[src/rtl/bloon_bg_fetch.sv]
// Background fetch stage: VGA pixel coordinates -> background ROM address, palette index realigned
// with delayed coordinates/video-enable. Optional horizontal scroll: define BLOON_BG_SCROLL_EN.
module bloon_bg_fetch #(
    parameter int IMG_W       = 320,
    parameter int IMG_H       = 240,
    parameter int SCALE_SHIFT = 1,
    parameter int ROM_LAT     = 1,
    parameter int ADDR_W      = 17
) (
    input  logic              Clk,
    input  logic              Reset,
    input  logic [9:0]        DrawX,
    input  logic [9:0]        DrawY,
    input  logic              vde,
`ifdef BLOON_BG_SCROLL_EN
    input  logic [8:0]        scroll_x,
`endif
    output logic [ADDR_W-1:0] rom_addr,
    input  logic [3:0]        rom_data,
    output logic [3:0]        index_out,
    output logic [9:0]        out_X,
    output logic [9:0]        out_Y,
    output logic              out_vde
);
    typedef enum logic [1:0] {UNLOCKED, ACTIVE, VBLANK} state_t;

    localparam logic [9:0]        SUB_MASK = 10'((1 << SCALE_SHIFT) - 1);
    localparam logic [9:0]        CX_LIM   = 10'(IMG_W);
    localparam logic [9:0]        RY_LIM   = 10'(IMG_H);
    localparam logic [ADDR_W-1:0] ROW_STEP = ADDR_W'(IMG_W);

    // Single conditional subtract; inputs are always below 2*IMG_W.
    function automatic logic [9:0] wrap_col(input logic [9:0] c);
        return (c >= CX_LIM) ? c - CX_LIM : c;
    endfunction

    state_t            state_q, state_d;
    logic [ADDR_W-1:0] row_base_q, row_base_d;
    logic [ADDR_W-1:0] rom_addr_q, addr_d;
    logic              vde_prev_q;
    logic              frame_start, line_end, oob, lock;
    logic [9:0]        cx, ry, col, scroll_eff;

    logic [9:0]                x_p0_q, y_p0_q;
    logic                      vld_p0_q, oob_p0_q, lk_p0_q;
    logic [ROM_LAT-1:0][9:0]   x_p1_q, y_p1_q;
    logic [ROM_LAT-1:0]        vld_p1_q, oob_p1_q, lk_p1_q;
    logic [3:0]                index_q;
    logic [9:0]                out_x_q, out_y_q;
    logic                      out_vde_q;

`ifdef BLOON_BG_SCROLL_EN
    logic [9:0] scroll_lat_q, scroll_red;

    assign scroll_red = wrap_col({1'b0, scroll_x});
    // The frame-start pixel already uses the value being latched.
    assign scroll_eff = frame_start ? scroll_red : scroll_lat_q;

    always_ff @(posedge Clk) begin
        if (Reset)
            scroll_lat_q <= '0;
        else if (frame_start)
            scroll_lat_q <= scroll_red;
    end
`else
    assign scroll_eff = '0;
`endif

    assign frame_start = (DrawX == 10'd0) && (DrawY == 10'd0);
    assign cx          = DrawX >> SCALE_SHIFT;
    assign ry          = DrawY >> SCALE_SHIFT;
    assign oob         = (cx >= CX_LIM) || (ry >= RY_LIM);
    assign col         = wrap_col(cx + scroll_eff);
    assign line_end    = vde_prev_q && !vde && ((DrawY & SUB_MASK) == SUB_MASK);

    always_comb begin
        state_d    = state_q;
        row_base_d = row_base_q;
        addr_d     = rom_addr_q;
        lock       = 1'b1;
        if (frame_start) begin
            state_d    = ACTIVE;
            row_base_d = '0;
            addr_d     = oob ? '0 : ADDR_W'(col);
        end else begin
            case (state_q)
                UNLOCKED: begin
                    lock   = 1'b0;
                    addr_d = '0;
                end
                ACTIVE: begin
                    addr_d = oob ? '0 : row_base_q + ADDR_W'(col);
                    if (ry >= RY_LIM)
                        state_d = VBLANK;
                    else if (line_end)
                        row_base_d = row_base_q + ROW_STEP;
                end
                VBLANK: ;
                default: state_d = UNLOCKED;
            endcase
        end
    end

    always_ff @(posedge Clk) begin
        if (Reset) begin
            state_q    <= UNLOCKED;
            row_base_q <= '0;
            vde_prev_q <= 1'b0;
            rom_addr_q <= '0;
            x_p0_q     <= '0;
            y_p0_q     <= '0;
            vld_p0_q   <= 1'b0;
            oob_p0_q   <= 1'b0;
            lk_p0_q    <= 1'b0;
            x_p1_q     <= '0;
            y_p1_q     <= '0;
            vld_p1_q   <= '0;
            oob_p1_q   <= '0;
            lk_p1_q    <= '0;
            index_q    <= '0;
            out_x_q    <= '0;
            out_y_q    <= '0;
            out_vde_q  <= 1'b0;
        end else begin
            state_q    <= state_d;
            row_base_q <= row_base_d;
            vde_prev_q <= vde;
            // p0: address issue
            rom_addr_q <= addr_d;
            x_p0_q     <= DrawX;
            y_p0_q     <= DrawY;
            vld_p0_q   <= vde & lock;
            oob_p0_q   <= oob;
            lk_p0_q    <= lock;
            // p1: wait out the ROM read latency
            x_p1_q[0]   <= x_p0_q;
            y_p1_q[0]   <= y_p0_q;
            vld_p1_q[0] <= vld_p0_q;
            oob_p1_q[0] <= oob_p0_q;
            lk_p1_q[0]  <= lk_p0_q;
            for (int i = 1; i < ROM_LAT; i++) begin
                x_p1_q[i]   <= x_p1_q[i-1];
                y_p1_q[i]   <= y_p1_q[i-1];
                vld_p1_q[i] <= vld_p1_q[i-1];
                oob_p1_q[i] <= oob_p1_q[i-1];
                lk_p1_q[i]  <= lk_p1_q[i-1];
            end
            // p2: output register, fill index for unlocked or out-of-image pixels
            index_q   <= (lk_p1_q[ROM_LAT-1] && !oob_p1_q[ROM_LAT-1]) ? rom_data : 4'd0;
            out_x_q   <= x_p1_q[ROM_LAT-1];
            out_y_q   <= y_p1_q[ROM_LAT-1];
            out_vde_q <= vld_p1_q[ROM_LAT-1];
        end
    end

    assign rom_addr  = rom_addr_q;
    assign index_out = index_q;
    assign out_X     = out_x_q;
    assign out_Y     = out_y_q;
    assign out_vde   = out_vde_q;
endmodule

[config.mk]
export PLATFORM = sky130hd
export DESIGN_NAME = bloon_bg_fetch
export DESIGN_NICKNAME = d
export VERILOG_FILES = /design/src/rtl/bloon_bg_fetch.sv
export SDC_FILE = /design/constraint.sdc
export NUM_CORES = 1
export LEC_CHECK = 0
export ABC_AREA = 0
export CAP_MARGIN = 20
export CORE_MARGIN = 5
export CORE_UTILIZATION = 29
export DETAILED_ROUTE_END_ITERATION = 10
export DONT_BUFFER_PORTS = 1
export GPL_ROUTABILITY_DRIVEN = 0
export PLACE_DENSITY = 0.55
export SLEW_MARGIN = 25
export SYNTH_ARGS = -nofsm -noshare
export SYNTH_HDL_FRONTEND = slang
export SYNTH_SLANG_ARGS = --single-unit
export TNS_END_PERCENT = 10
[constraint.sdc]
create_clock -name Clk -period 5.6 [get_ports Clk]
set_input_delay 1.12 -clock Clk [delete_from_list [all_inputs] [get_ports Clk]]
set_output_delay 1.12 -clock Clk [all_outputs]
set_load 0.02 [all_outputs]
==> out/qor.yml, run 1 <==
outcome: "finished, final reports clean"
finalNetCount: 370
die_area_mm2: 0.0145
hpwl_um: 4810
grt_max_degree: 73
rsz0062_at_grt: "false"
port_buffers: 0
fillers: 1269
antenna_found_initial: 0
fin_setup_tns_ns: 0
grt.total_usage_pct: 9.77
hold_class: "reg2reg"
htreeDepth: 3
route.vias.total: 2147
core_area_mm2: 0.0120
ys_seq_area_share_pct: 57.9
final_hold_viol_count: 0
fin_crit_sh_pct: 69.9
first_iter_violations: 117
slew_viol_final: 0
viasPerCell: 4.43
slew_headroom_pct: 40.6
ant_nets: 0
drc: 0
synth_edf_count: 0
die_y_um: 120
cp-start-kind: "input pin"
wl_per_cell_um: 13.7
path_class: "in2reg"
regArea_mm2: 0.00204
hold_buffers: 0
syn_inst: 338
cp.arrival_ns: 4.12
cp.required_ns: 5.80
grt_pass1_wl_um: 10900
synth_cell_types: 38
synth_flop_cell: "dfxtp_1"
first_pass_iters: 4
ir_worst_vdd_mv: 0.109
clock-sinks: 102
synth_seq_cells: 102
drive_above_1_share_pct: 6.80
cts_tree: "built"
clkLatencyLatePin_ns: 0.34
syn-cell-area_mm2: 0.00353
skew_ns: 0.00822
wl_um: 6650
final-setup-viol-count: 0
synth_area_per_cell_um2: 10.4
cts_made_buffers: 9
multi_input_area_mm2: 0.00140
utilization_pct: 33.1
initial_core_util_pct: 29.5
max_freq_mhz: 256
end_kind: "flop"
period_minus_slack_ns: 3.91
antenna_cells: 0
path_max_fanout: 9
overflow: 0
max_cap_violations: 0
ioPinCount: 69
clockBufferDepth: 2
cts-root-buf: "clkbuf_16"
grt_pass1_vias: 2140
clk_pin_slew_worst_paths_ns: 0.07
area_growth_pct: 12.2
p_leak_nw: 1.46
cts_resized: 0
post_cts_buffers: 0
syn-num-nets: 374
async_flop_share_pct: 0
die_w_um: 120
num_rows: 40
power_density_mw_per_mm2: 361
yosys_warnings: 0
tightest_slew_ns: 0.892
-- layout by cell type, fill, tap and decap left out, types with 3 or more instances in the layout --
cell	synthesis	routed
nor2b_1	66	66
nor3_1	6	6
xor2_1	5	5
or2_2	4	4
a32o_1	6	6
ha_1	8	8
xnor2_1	8	8
nor4_1	5	5
a22oi_1	4	4
nor2_1	34	34
nand2_1	9	9
nand4_1	3	3
clkbuf_16	0	9
inv_1	7	7
and2_1	6	6
o21a_1	5	5
nand3_1	5	5
a21oi_1	13	13
nand2b_1	5	5
o21ai_0	5	5
dfxtp_1	102	102
a32oi_1	3	3
-- state kept, by name (all words and copies together) (netlist names), 2 cells and up --
signal      flops
rom_addr       17
row_base_q     11
out_X          10
out_Y          10
x_p0_q         10
x_p1_q         10
y_p0_q         10
y_p1_q         10
index_out       4
state_q         2
-- cells by family (layout without fill, tap and decap cells) --
| group | after synthesis | count (layout) | share of synthesized area (%) |
|---|---|---|---|
| flops | 102 | 102 | 57.9 |
| fa+ha+maj | 9 | 9 | 3.40 |
| mux | 2 | 2 | 0.603 |
| buf+inv | 22 | 22 | 2.59 |
| xor+xnor | 13 | 13 | 3.23 |
| simple gates | 149 | 149 | 23.3 |
| compound gates | 41 | 41 | 9.04 |
-- power breakdown --
part | internal (mW) | switching (mW) | leakage [nW]
Sequential | 0.744 | 0.00865 | 0.833
Combinational | 0.0178 | 0.0159 | 0.474
Clock | 0.391 | 0.253 | 0.153
Total | 1.15 | 0.278 | 1.46
-- synthesized netlist by cell type, types with 2 or more instances --
cell,number,share of area [%]
nand3_1,5,0.71
nand2b_1,5,0.89
a21oi_1,13,1.8
xor2_1,5,1.2
nor2b_1,66,12
or3_1,2,0.35
o21a_1,5,1.1
or2_2,4,0.71
and2_1,6,1.1
o21ai_0,5,0.71
xnor2_1,8,2.0
inv_1,7,0.74
ha_1,8,2.8
nor2_1,34,3.6
clkbuf_1,11,1.2
nand2_1,9,0.96
nand4_1,3,0.53
a32o_1,6,1.7
a22oi_1,4,0.85
dfxtp_1,102,58
nor3_1,6,0.85
nor4_1,5,0.89
a32oi_1,3,0.74
buf_1,2,0.21
-- critical path, stage by stage --
cell      delay [ns]
nor4_1          0.54
a41o_1          0.47
xnor2_1         0.17
ha_1            0.20
inv_1           0.06
fa_1            0.38
nand2b_1        0.19
a211oi_1        0.60
xor2_1          0.14
a22oi_1         0.19
nor2_1          0.05
-- routing by layer --
| metal | part of all wire (%) | GRT usage [%] | wire, um | up-vias |
|---|---|---|---|---|
| met5 | 0 | 0 | 0 | - |
| met1 | 43 | 10.8 | 2830 | 969 |
| met3 | 8.5 | 4.91 | 562 | 14 |
| met2 | 47 | 15.8 | 3110 | 50 |
| met4 | 2.2 | 4.32 | 149 | 0 |
| li1 | - | - | - | 1114 |
-- final cells by class --
class / count / share of cell area [%]
clock inverters: 5 / 2.09
well taps: 147 / 4.65
clock buffers: 10 / 5.78
flip-flops and latches: 102 / 51.6
inverters: 7 / 0.664
multi-input cells: 214 / 35.2
-- stage by stage --
step                total power, mW  instance area, um^2  hold slack (ns)  setup WS (ns)  instances
floorplan                     0.804                 3530            0.414           1.93        338
global placement              0.803                 3650            0.417           1.39        470
detailed placement            0.804                 3650            0.420           1.33        470
CTS                            1.46                 3960            0.436           1.66        485
global route                   1.50                 3960            0.451           1.47        485
finish                         1.43                 3960            0.434           1.69        485
-- worst paths after layout --
kind	slack, ns	from	cells after the start	end
max	1.69	DrawX[1]	11	rom_addr[12]
max reg2reg	3.21	state_q[1]	5	rom_addr[13]
min	0.43	y_p0_q[7]	1	y_p1_q[7]
min reg2reg	0.43	y_p0_q[7]	1	y_p1_q[7]
(Power assumes the default switching activity.)
==> inputs of run 2 (changes only) <==
==> constraint.sdc (replaced) <==
create_clock -name Clk -period 4 [get_ports Clk]
set_input_delay 0.8 -clock Clk [delete_from_list [all_inputs] [get_ports Clk]]
set_output_delay 0.8 -clock Clk [all_outputs]
set_load 0.02 [all_outputs]
==> run 2 against run 1 <==
Clock skew fell by 0.0018 ns; combinational power grew 42%; core utilization shrank 0.084 points; via count grew 0.88%; die area stayed put; clock power up 27%; worst hold slack worse by 0.00068 ns; clock-buffer cell count up 1; register-to-register slack worse by 1.6 ns; setup slack worse by 0.82 ns; sequential power rose by 40%; critical path type unchanged; largest cell class unchanged; highest routed layer unchanged.
==> out/qor.yml, run 2 (synthesized netlist as in run 1, its figures left out) <==
grt_pass1_vias: 2103  # -1.7%
worstReg2RegStart: "state_q[1]"
holdWs_ns: 0.433  # -0.000676 ns
finalNetCount: 372  # +0.54%
rsz0062_at_grt: "false"
hpwl_um: 4740  # -1.4%
grt_max_degree: 73  # unchanged
die_w_um: 120  # unchanged
core_area_mm2: 0.0120  # unchanged
htreeDepth: 3  # unchanged
drc: 0  # unchanged
route.vias.total: 2166  # +0.88%
antenna_cells: 0  # unchanged
grt_pass1_wl_um: 11000  # +1.1%
clockBufferDepth: 2  # unchanged
cts_tree: "built"
skew_ns: 0.00641  # -0.00181 ns
design_area_mm2: 0.00395  # -0.25%
clk_pin_slew_worst_paths_ns: 0.07  # about the same
critPathLaunch: "DrawX[1]"
first_pass_iters: 4  # unchanged
power_density_mw_per_mm2: 487  # +35%
fin_crit_sh_pct: 78.2
ant_nets: 0  # unchanged
clock-sinks: 102  # unchanged
drive_above_1_share_pct: 7.92  # +1.1 points
initial_core_util_pct: 29.5  # unchanged
crit_end: "rom_addr[12]"
hold_buffers: 0  # unchanged
final-setup-viol-count: 0  # unchanged
clkLatencyLatePin_ns: 0.34  # about the same
hold_class: "reg2reg"
cp.required_ns: 4.27  # -1.53 ns
dpl_cell_area_mm2: 0.00366  # +0.41%
end_kind: "flop"
wl_um: 6700  # +0.83%
ioPinCount: 69  # unchanged
cp-start-kind: "input pin"
tightest_slew_ns: 0.928  # +0.0361 ns
wl_per_cell_um: 13.7  # +0.21%
viasPerCell: 4.44  # +0.26%
post_cts_buffers: 0  # unchanged
r2r.worst_path.cells: 5  # unchanged
cts-root-buf: "clkbuf_16"
cts_resized: 0  # unchanged
die_y_um: 120  # unchanged
worst_r2r_endpoint: "rom_addr[11]"
final_hold_viol_count: 0  # unchanged
p_leak_nw: 1.46  # -0.34%
cp.arrival_ns: 3.40  # -0.72 ns
antenna_found_initial: 0  # unchanged
final_cell_mix: "102 x dfxtp_1, 66 x nor2b_1, 34 x nor2_1, 13 x a21oi_1"
cts_made_buffers: 9  # unchanged
period_minus_slack_ns: 3.13
path_class: "in2reg"
slew_viol_final: 0  # unchanged
die_area_mm2: 0.0145  # unchanged
area_growth_pct: 11.9
max_cap_violations: 0  # unchanged
fin_setup_tns_ns: 0  # unchanged
max_freq_mhz: 319
overflow: 0  # unchanged
outcome: "finished, final reports clean"
largest_register_ffs: 17  # unchanged
port_buffers: 0  # unchanged
rrSetupSlack_ns: 1.64  # -1.57 ns
final_common_cell: "dfxtp_1"
grt.total_usage_pct: 9.76  # -0.014 points
first_iter_violations: 89  # -24%
num_rows: 40  # unchanged
slew_headroom_pct: 38.1  # -2.4 points
ir_worst_vdd_mv: 0.183  # +69%
path_max_fanout: 9  # unchanged
==> run 2: changes by cell type in the layout (fill, tap and decap cells not counted), sizes merged <==
cell      previous run  this run
clkinvlp             0         2
clkinv               1         3
bufinv               2         0
buf                  0         2
clkbuf              10        11
inv                  9         7
==> run 2: worst min path at each step <==
stage               slack, ns  startpoint  cells past startpoint   endpoint
CTS                      0.44   y_p0_q[2]                      1  y_p1_q[2]
global placement         0.42   y_p1_q[4]                      1   out_Y[4]
global route             0.45   y_p0_q[4]                      1  y_p1_q[4]
finish                   0.43    vld_p0_q                      1   vld_p1_q
floorplan                0.41     lk_p0_q                      1    lk_p1_q
detailed placement       0.42   x_p1_q[9]                      1   out_X[9]
==> run 2: report_power, final <==
group / leakage, nW / total (mW) / switching [mW] / internal, mW
Sequential: 0.833 / 1.05 / 0.0120 / 1.04
Clock: 0.138 / 0.821 / 0.367 / 0.454
Combinational: 0.485 / 0.0479 / 0.0228 / 0.0251
==> run 2: through the flow <==
stage	instances	total power [mW]	setup slack, ns	util [%]
after floorplan	338	1.13	0.648	-
after global placement	472	1.12	0.515	30.6
after detailed placement	472	1.13	0.544	30.6
after CTS	488	1.95	0.877	33.0
after global routing	488	2.01	0.584	33.0
final	488	1.92	0.870	33.0
==> run 2: worst max-delay path, cell delays in order <==
cell and delay, ns:
nor4_1 0.27, buf_4 0.17, a41o_1 0.38, xnor2_1 0.17, ha_1 0.19, inv_1 0.06
fa_1 0.37, nand2b_1 0.20, a211oi_1 0.25, buf_4 0.19, xor2_1 0.15, a22oi_1 0.08
nor2_1 0.12
==> run 2: layout make-up <==
cell class / count / area, um^2
inverter: 7 / 26.3
tap: 147 / 184
multi-input combinational: 214 / 1400
sequential: 102 / 2040
clock buffer: 11 / 253
fill: 1241 / 8010
clock inverter: 5 / 33.8
timing repair buffer: 2 / 15.0
==> run 2: routing by layer <==
layer	wire length [um]	track usage [%]	vias up
li1	-	-	1113
met1	2810	11.0	997
met2	3150	15.7	47
met3	614	4.63	9
met4	132	4.46	0
met5	0	0	-
==> inputs of run 3 (changes only) <==
--- a/config.mk
+++ b/config.mk
@@ -12,7 +12,7 @@
 export DETAILED_ROUTE_END_ITERATION = 10
 export DONT_BUFFER_PORTS = 1
 export GPL_ROUTABILITY_DRIVEN = 0
-export PLACE_DENSITY = 0.55
+export PLACE_DENSITY = 0.56
 export SLEW_MARGIN = 25
 export SYNTH_ARGS = -nofsm -noshare
 export SYNTH_HDL_FRONTEND = slang
==> constraint.sdc (replaced) <==
create_clock -name Clk -period 2.55 [get_ports Clk]
set_input_delay 0.51 -clock Clk [delete_from_list [all_inputs] [get_ports Clk]]
set_output_delay 0.51 -clock Clk [all_outputs]
set_load 0.02 [all_outputs]
==> run 3 against run 2 <==
Sequential share of layout area down 2.6 points; critical path depth fell by 1; critical endpoint unchanged; clock power grew 56%; register-to-register slack got worse by 0.99 ns; largest power group unchanged; clock skew is 0.0015 ns higher; non-clock buffer count rose by 12; die area unchanged; combinational power increased by 110%.
==> out/qor.yml, run 3 (synthesized netlist as in run 1, its figures left out) <==
critPathLaunch: "DrawX[4]"
cts-root-buf: "clkbuf_16"
final_hold_viol_count: 0  # unchanged
path_max_fanout: 5  # -4
use_met1_pct: 11.2  # +0.26 points
power_density_mw_per_mm2: 729  # +50%
placed_cells: 482  # +2.1%
design_area_mm2: 0.00415  # +5.2%
utilization_pct: 34.7  # +1.7 points
antenna_cells: 0  # unchanged
outcome: "finished, final reports clean"
crit_slowest_cell: "fa_2"
final_common_cell: "dfxtp_1"
clock-sinks: 102  # unchanged
slew_viol_final: 0  # unchanged
instances_no_fill: 500  # +2.5%
r2r.worst_path.cells: 8  # +3
route.vias.total: 2219  # +2.4%
wl_um: 7180  # +7.2%
drc: 0  # unchanged
clk_pin_slew_worst_paths_ns: 0.07  # about the same
cp-start-kind: "input pin"
max_cap_violations: 0  # unchanged
cts_tree: "built"
hold_class: "in2reg"
antenna_found_initial: 0  # unchanged
grt_util_met2_pct: 17.5  # +1.8 points
tightest_slew_ns: 0.713  # -0.215 ns
p_leak_nw: 1.53  # +5.3%
ir_worst_vdd_mv: 0.306  # +67%
clockBufferDepth: 2  # unchanged
largest_register_ffs: 17  # unchanged
fillers: 1249  # +0.64%
grt_pass1_wl_um: 11700  # +6.7%
fin_ws_ns: 0.106  # -0.764 ns
path_class: "in2reg"
top_usage_layer: "met2"
slew_headroom_pct: 52.1  # +14 points
viasPerCell: 4.44  # about the same
clkLatencyLatePin_ns: 0.34  # about the same
cp.arrival_ns: 2.67  # -0.73 ns
p_sw_uw: 662  # +65%
overflow: 0  # unchanged
wl_per_cell_um: 14.4  # +4.6%
dp_slack_ns: -0.471  # -1.01 ns
final-setup-viol-count: 0  # unchanged
rrSetupSlack_ns: 0.65  # -0.99 ns
finalNetCount: 384  # +3.2%
clockPowerShare_pct: 42.2  # -0.5 points
crit_chain: "nor4_4 > buf_4 > a41o_4 > xnor2_2 > ha_2 > inv_2 > fa_2 > nand2b_4 > a211oi_4 > xor2_1 > a22oi_1 > nor2_1"
skew_ns: 0.00786  # +0.00145 ns
end_kind: "flop"
crit_end: "rom_addr[12]"
switching_share_pct: 21.9  # +0.98 points
hpwl_um: 5040  # +6.4%
num_rows: 40  # unchanged
grt.total_usage_pct: 10.5  # +0.72 points
ant_nets: 0  # unchanged
die_area_mm2: 0.0145  # unchanged
htreeDepth: 3  # unchanged
cts_made_buffers: 9  # unchanged
grt_pass1_vias: 2264  # +7.7%
worst_r2r_endpoint: "rom_addr[12]"
critPathMaxStageDelay_ns: 0.33  # -0.05 ns
core_area_mm2: 0.0120  # unchanged
drive_above_1_share_pct: 14.7  # +6.8 points
port_buffers: 0  # unchanged
grtUsageMet3_pct: 5.38  # +0.75 points
combPwrFrac_pct: 3.3  # +0.8 points
first_pass_iters: 4  # unchanged
fin_crit_sh_pct: 95.8
period_minus_slack_ns: 2.44
die_w_um: 120  # unchanged
initial_core_util_pct: 29.5  # unchanged
cp.required_ns: 2.77  # -1.50 ns
ioPinCount: 69  # unchanged
p_int_mw: 2.36  # +56%
dpl_cell_area_mm2: 0.00382  # +4.4%
grt_max_degree: 73  # unchanged
worstReg2RegStart: "row_base_q[6]"
area_growth_pct: 17.7
sequentialPowerShare_pct: 54.6  # -0.2 points
hold_start: "Reset"
total_power_mw: 3.03  # +57%
die_y_um: 120  # unchanged
final_cell_mix: "102 x dfxtp_1, 66 x nor2b_1, 34 x nor2_1, 14 x buf_4, 12 x a21oi_1"
first_iter_violations: 88  # -1.1%
max_freq_mhz: 409
[run 3: cell count changes in the layout (fill, tap and decap cells not counted), sizes merged]
| cell | previous run | this run |
|---|---|---|
| buf | 2 | 14 |
| clkinv | 3 | 1 |
| clkbuf | 11 | 10 |
| inv | 7 | 10 |
[run 3: cell type report]
type / instances / area [um^2] / share of cell area [%]
repair buffers: 14 / 105 / 2.53
clock inverters: 6 / 52.6 / 1.27
flip-flops and latches: 102 / 2040 / 49.2
multi-input cells: 214 / 1490 / 35.9
clock buffers: 10 / 229 / 5.51
well taps: 147 / 184 / 4.43
inverters: 7 / 51.3 / 1.23
[run 3: how the worst min path moves through the flow]
| stage | end | depth (start not counted) |
|---|---|---|
| floorplan | lk_p1_q | 1 |
| global placement | out_Y[4] | 1 |
| detailed placement | out_X[3] | 1 |
| CTS | out_Y[1] | 1 |
| global route | out_Y[1] | 1 |
| finish | out_X[2] | 1 |
[run 3: what timing repair did]
item | CTS | global route
resized for setup | 3 | 2
setup buffers | 0 | 2
gates cloned | 0 | 0
hold buffers | 0 | 0
hold endpoints to repair | 0 | 0
pin swaps | 0 | 7
endpoints found under the setup margin | 7 | 8
[run 3: per-stage QoR]
stage | hold WS, ns | TNS [ns]
4_1_cts | 0.220 | 0
3_3_place_gp | 0.420 | -3.78
2_1_floorplan | 0.414 | -0.827
6_report | 0.232 | 0
3_5_place_dp | 0.423 | -3.30
5_1_grt | 0.213 | -0.00777
[run 3: per-layer routing]
metal / share of wire (%) / up-vias
met5: 0 / -
met4: 1.7 / 0
met3: 9.7 / 12
met2: 47 / 68
met1: 42 / 997
li1: - / 1142
[run 3: power groups by stage]
stage / Clock [mW] / Sequential [mW] / Combinational, mW
3_3_place_gp: 0 / 1.69 / 0.0945
6_report: 1.28 / 1.65 / 0.0986
3_5_place_dp: 0 / 1.69 / 0.0951
2_1_floorplan: 0 / 1.69 / 0.0890
4_1_cts: 1.32 / 1.65 / 0.0992
5_1_grt: 1.38 / 1.66 / 0.111
[run 3: critical path, delay by kind of cell]
family / cells / cell delay [ns]
AO/OA/AOI/OAI: 3 / 0.69
buffers and inverters: 2 / 0.20
AND/OR/NAND/NOR: 3 / 0.49
adder cells (fa/ha/maj): 2 / 0.53
XOR/XNOR: 2 / 0.23
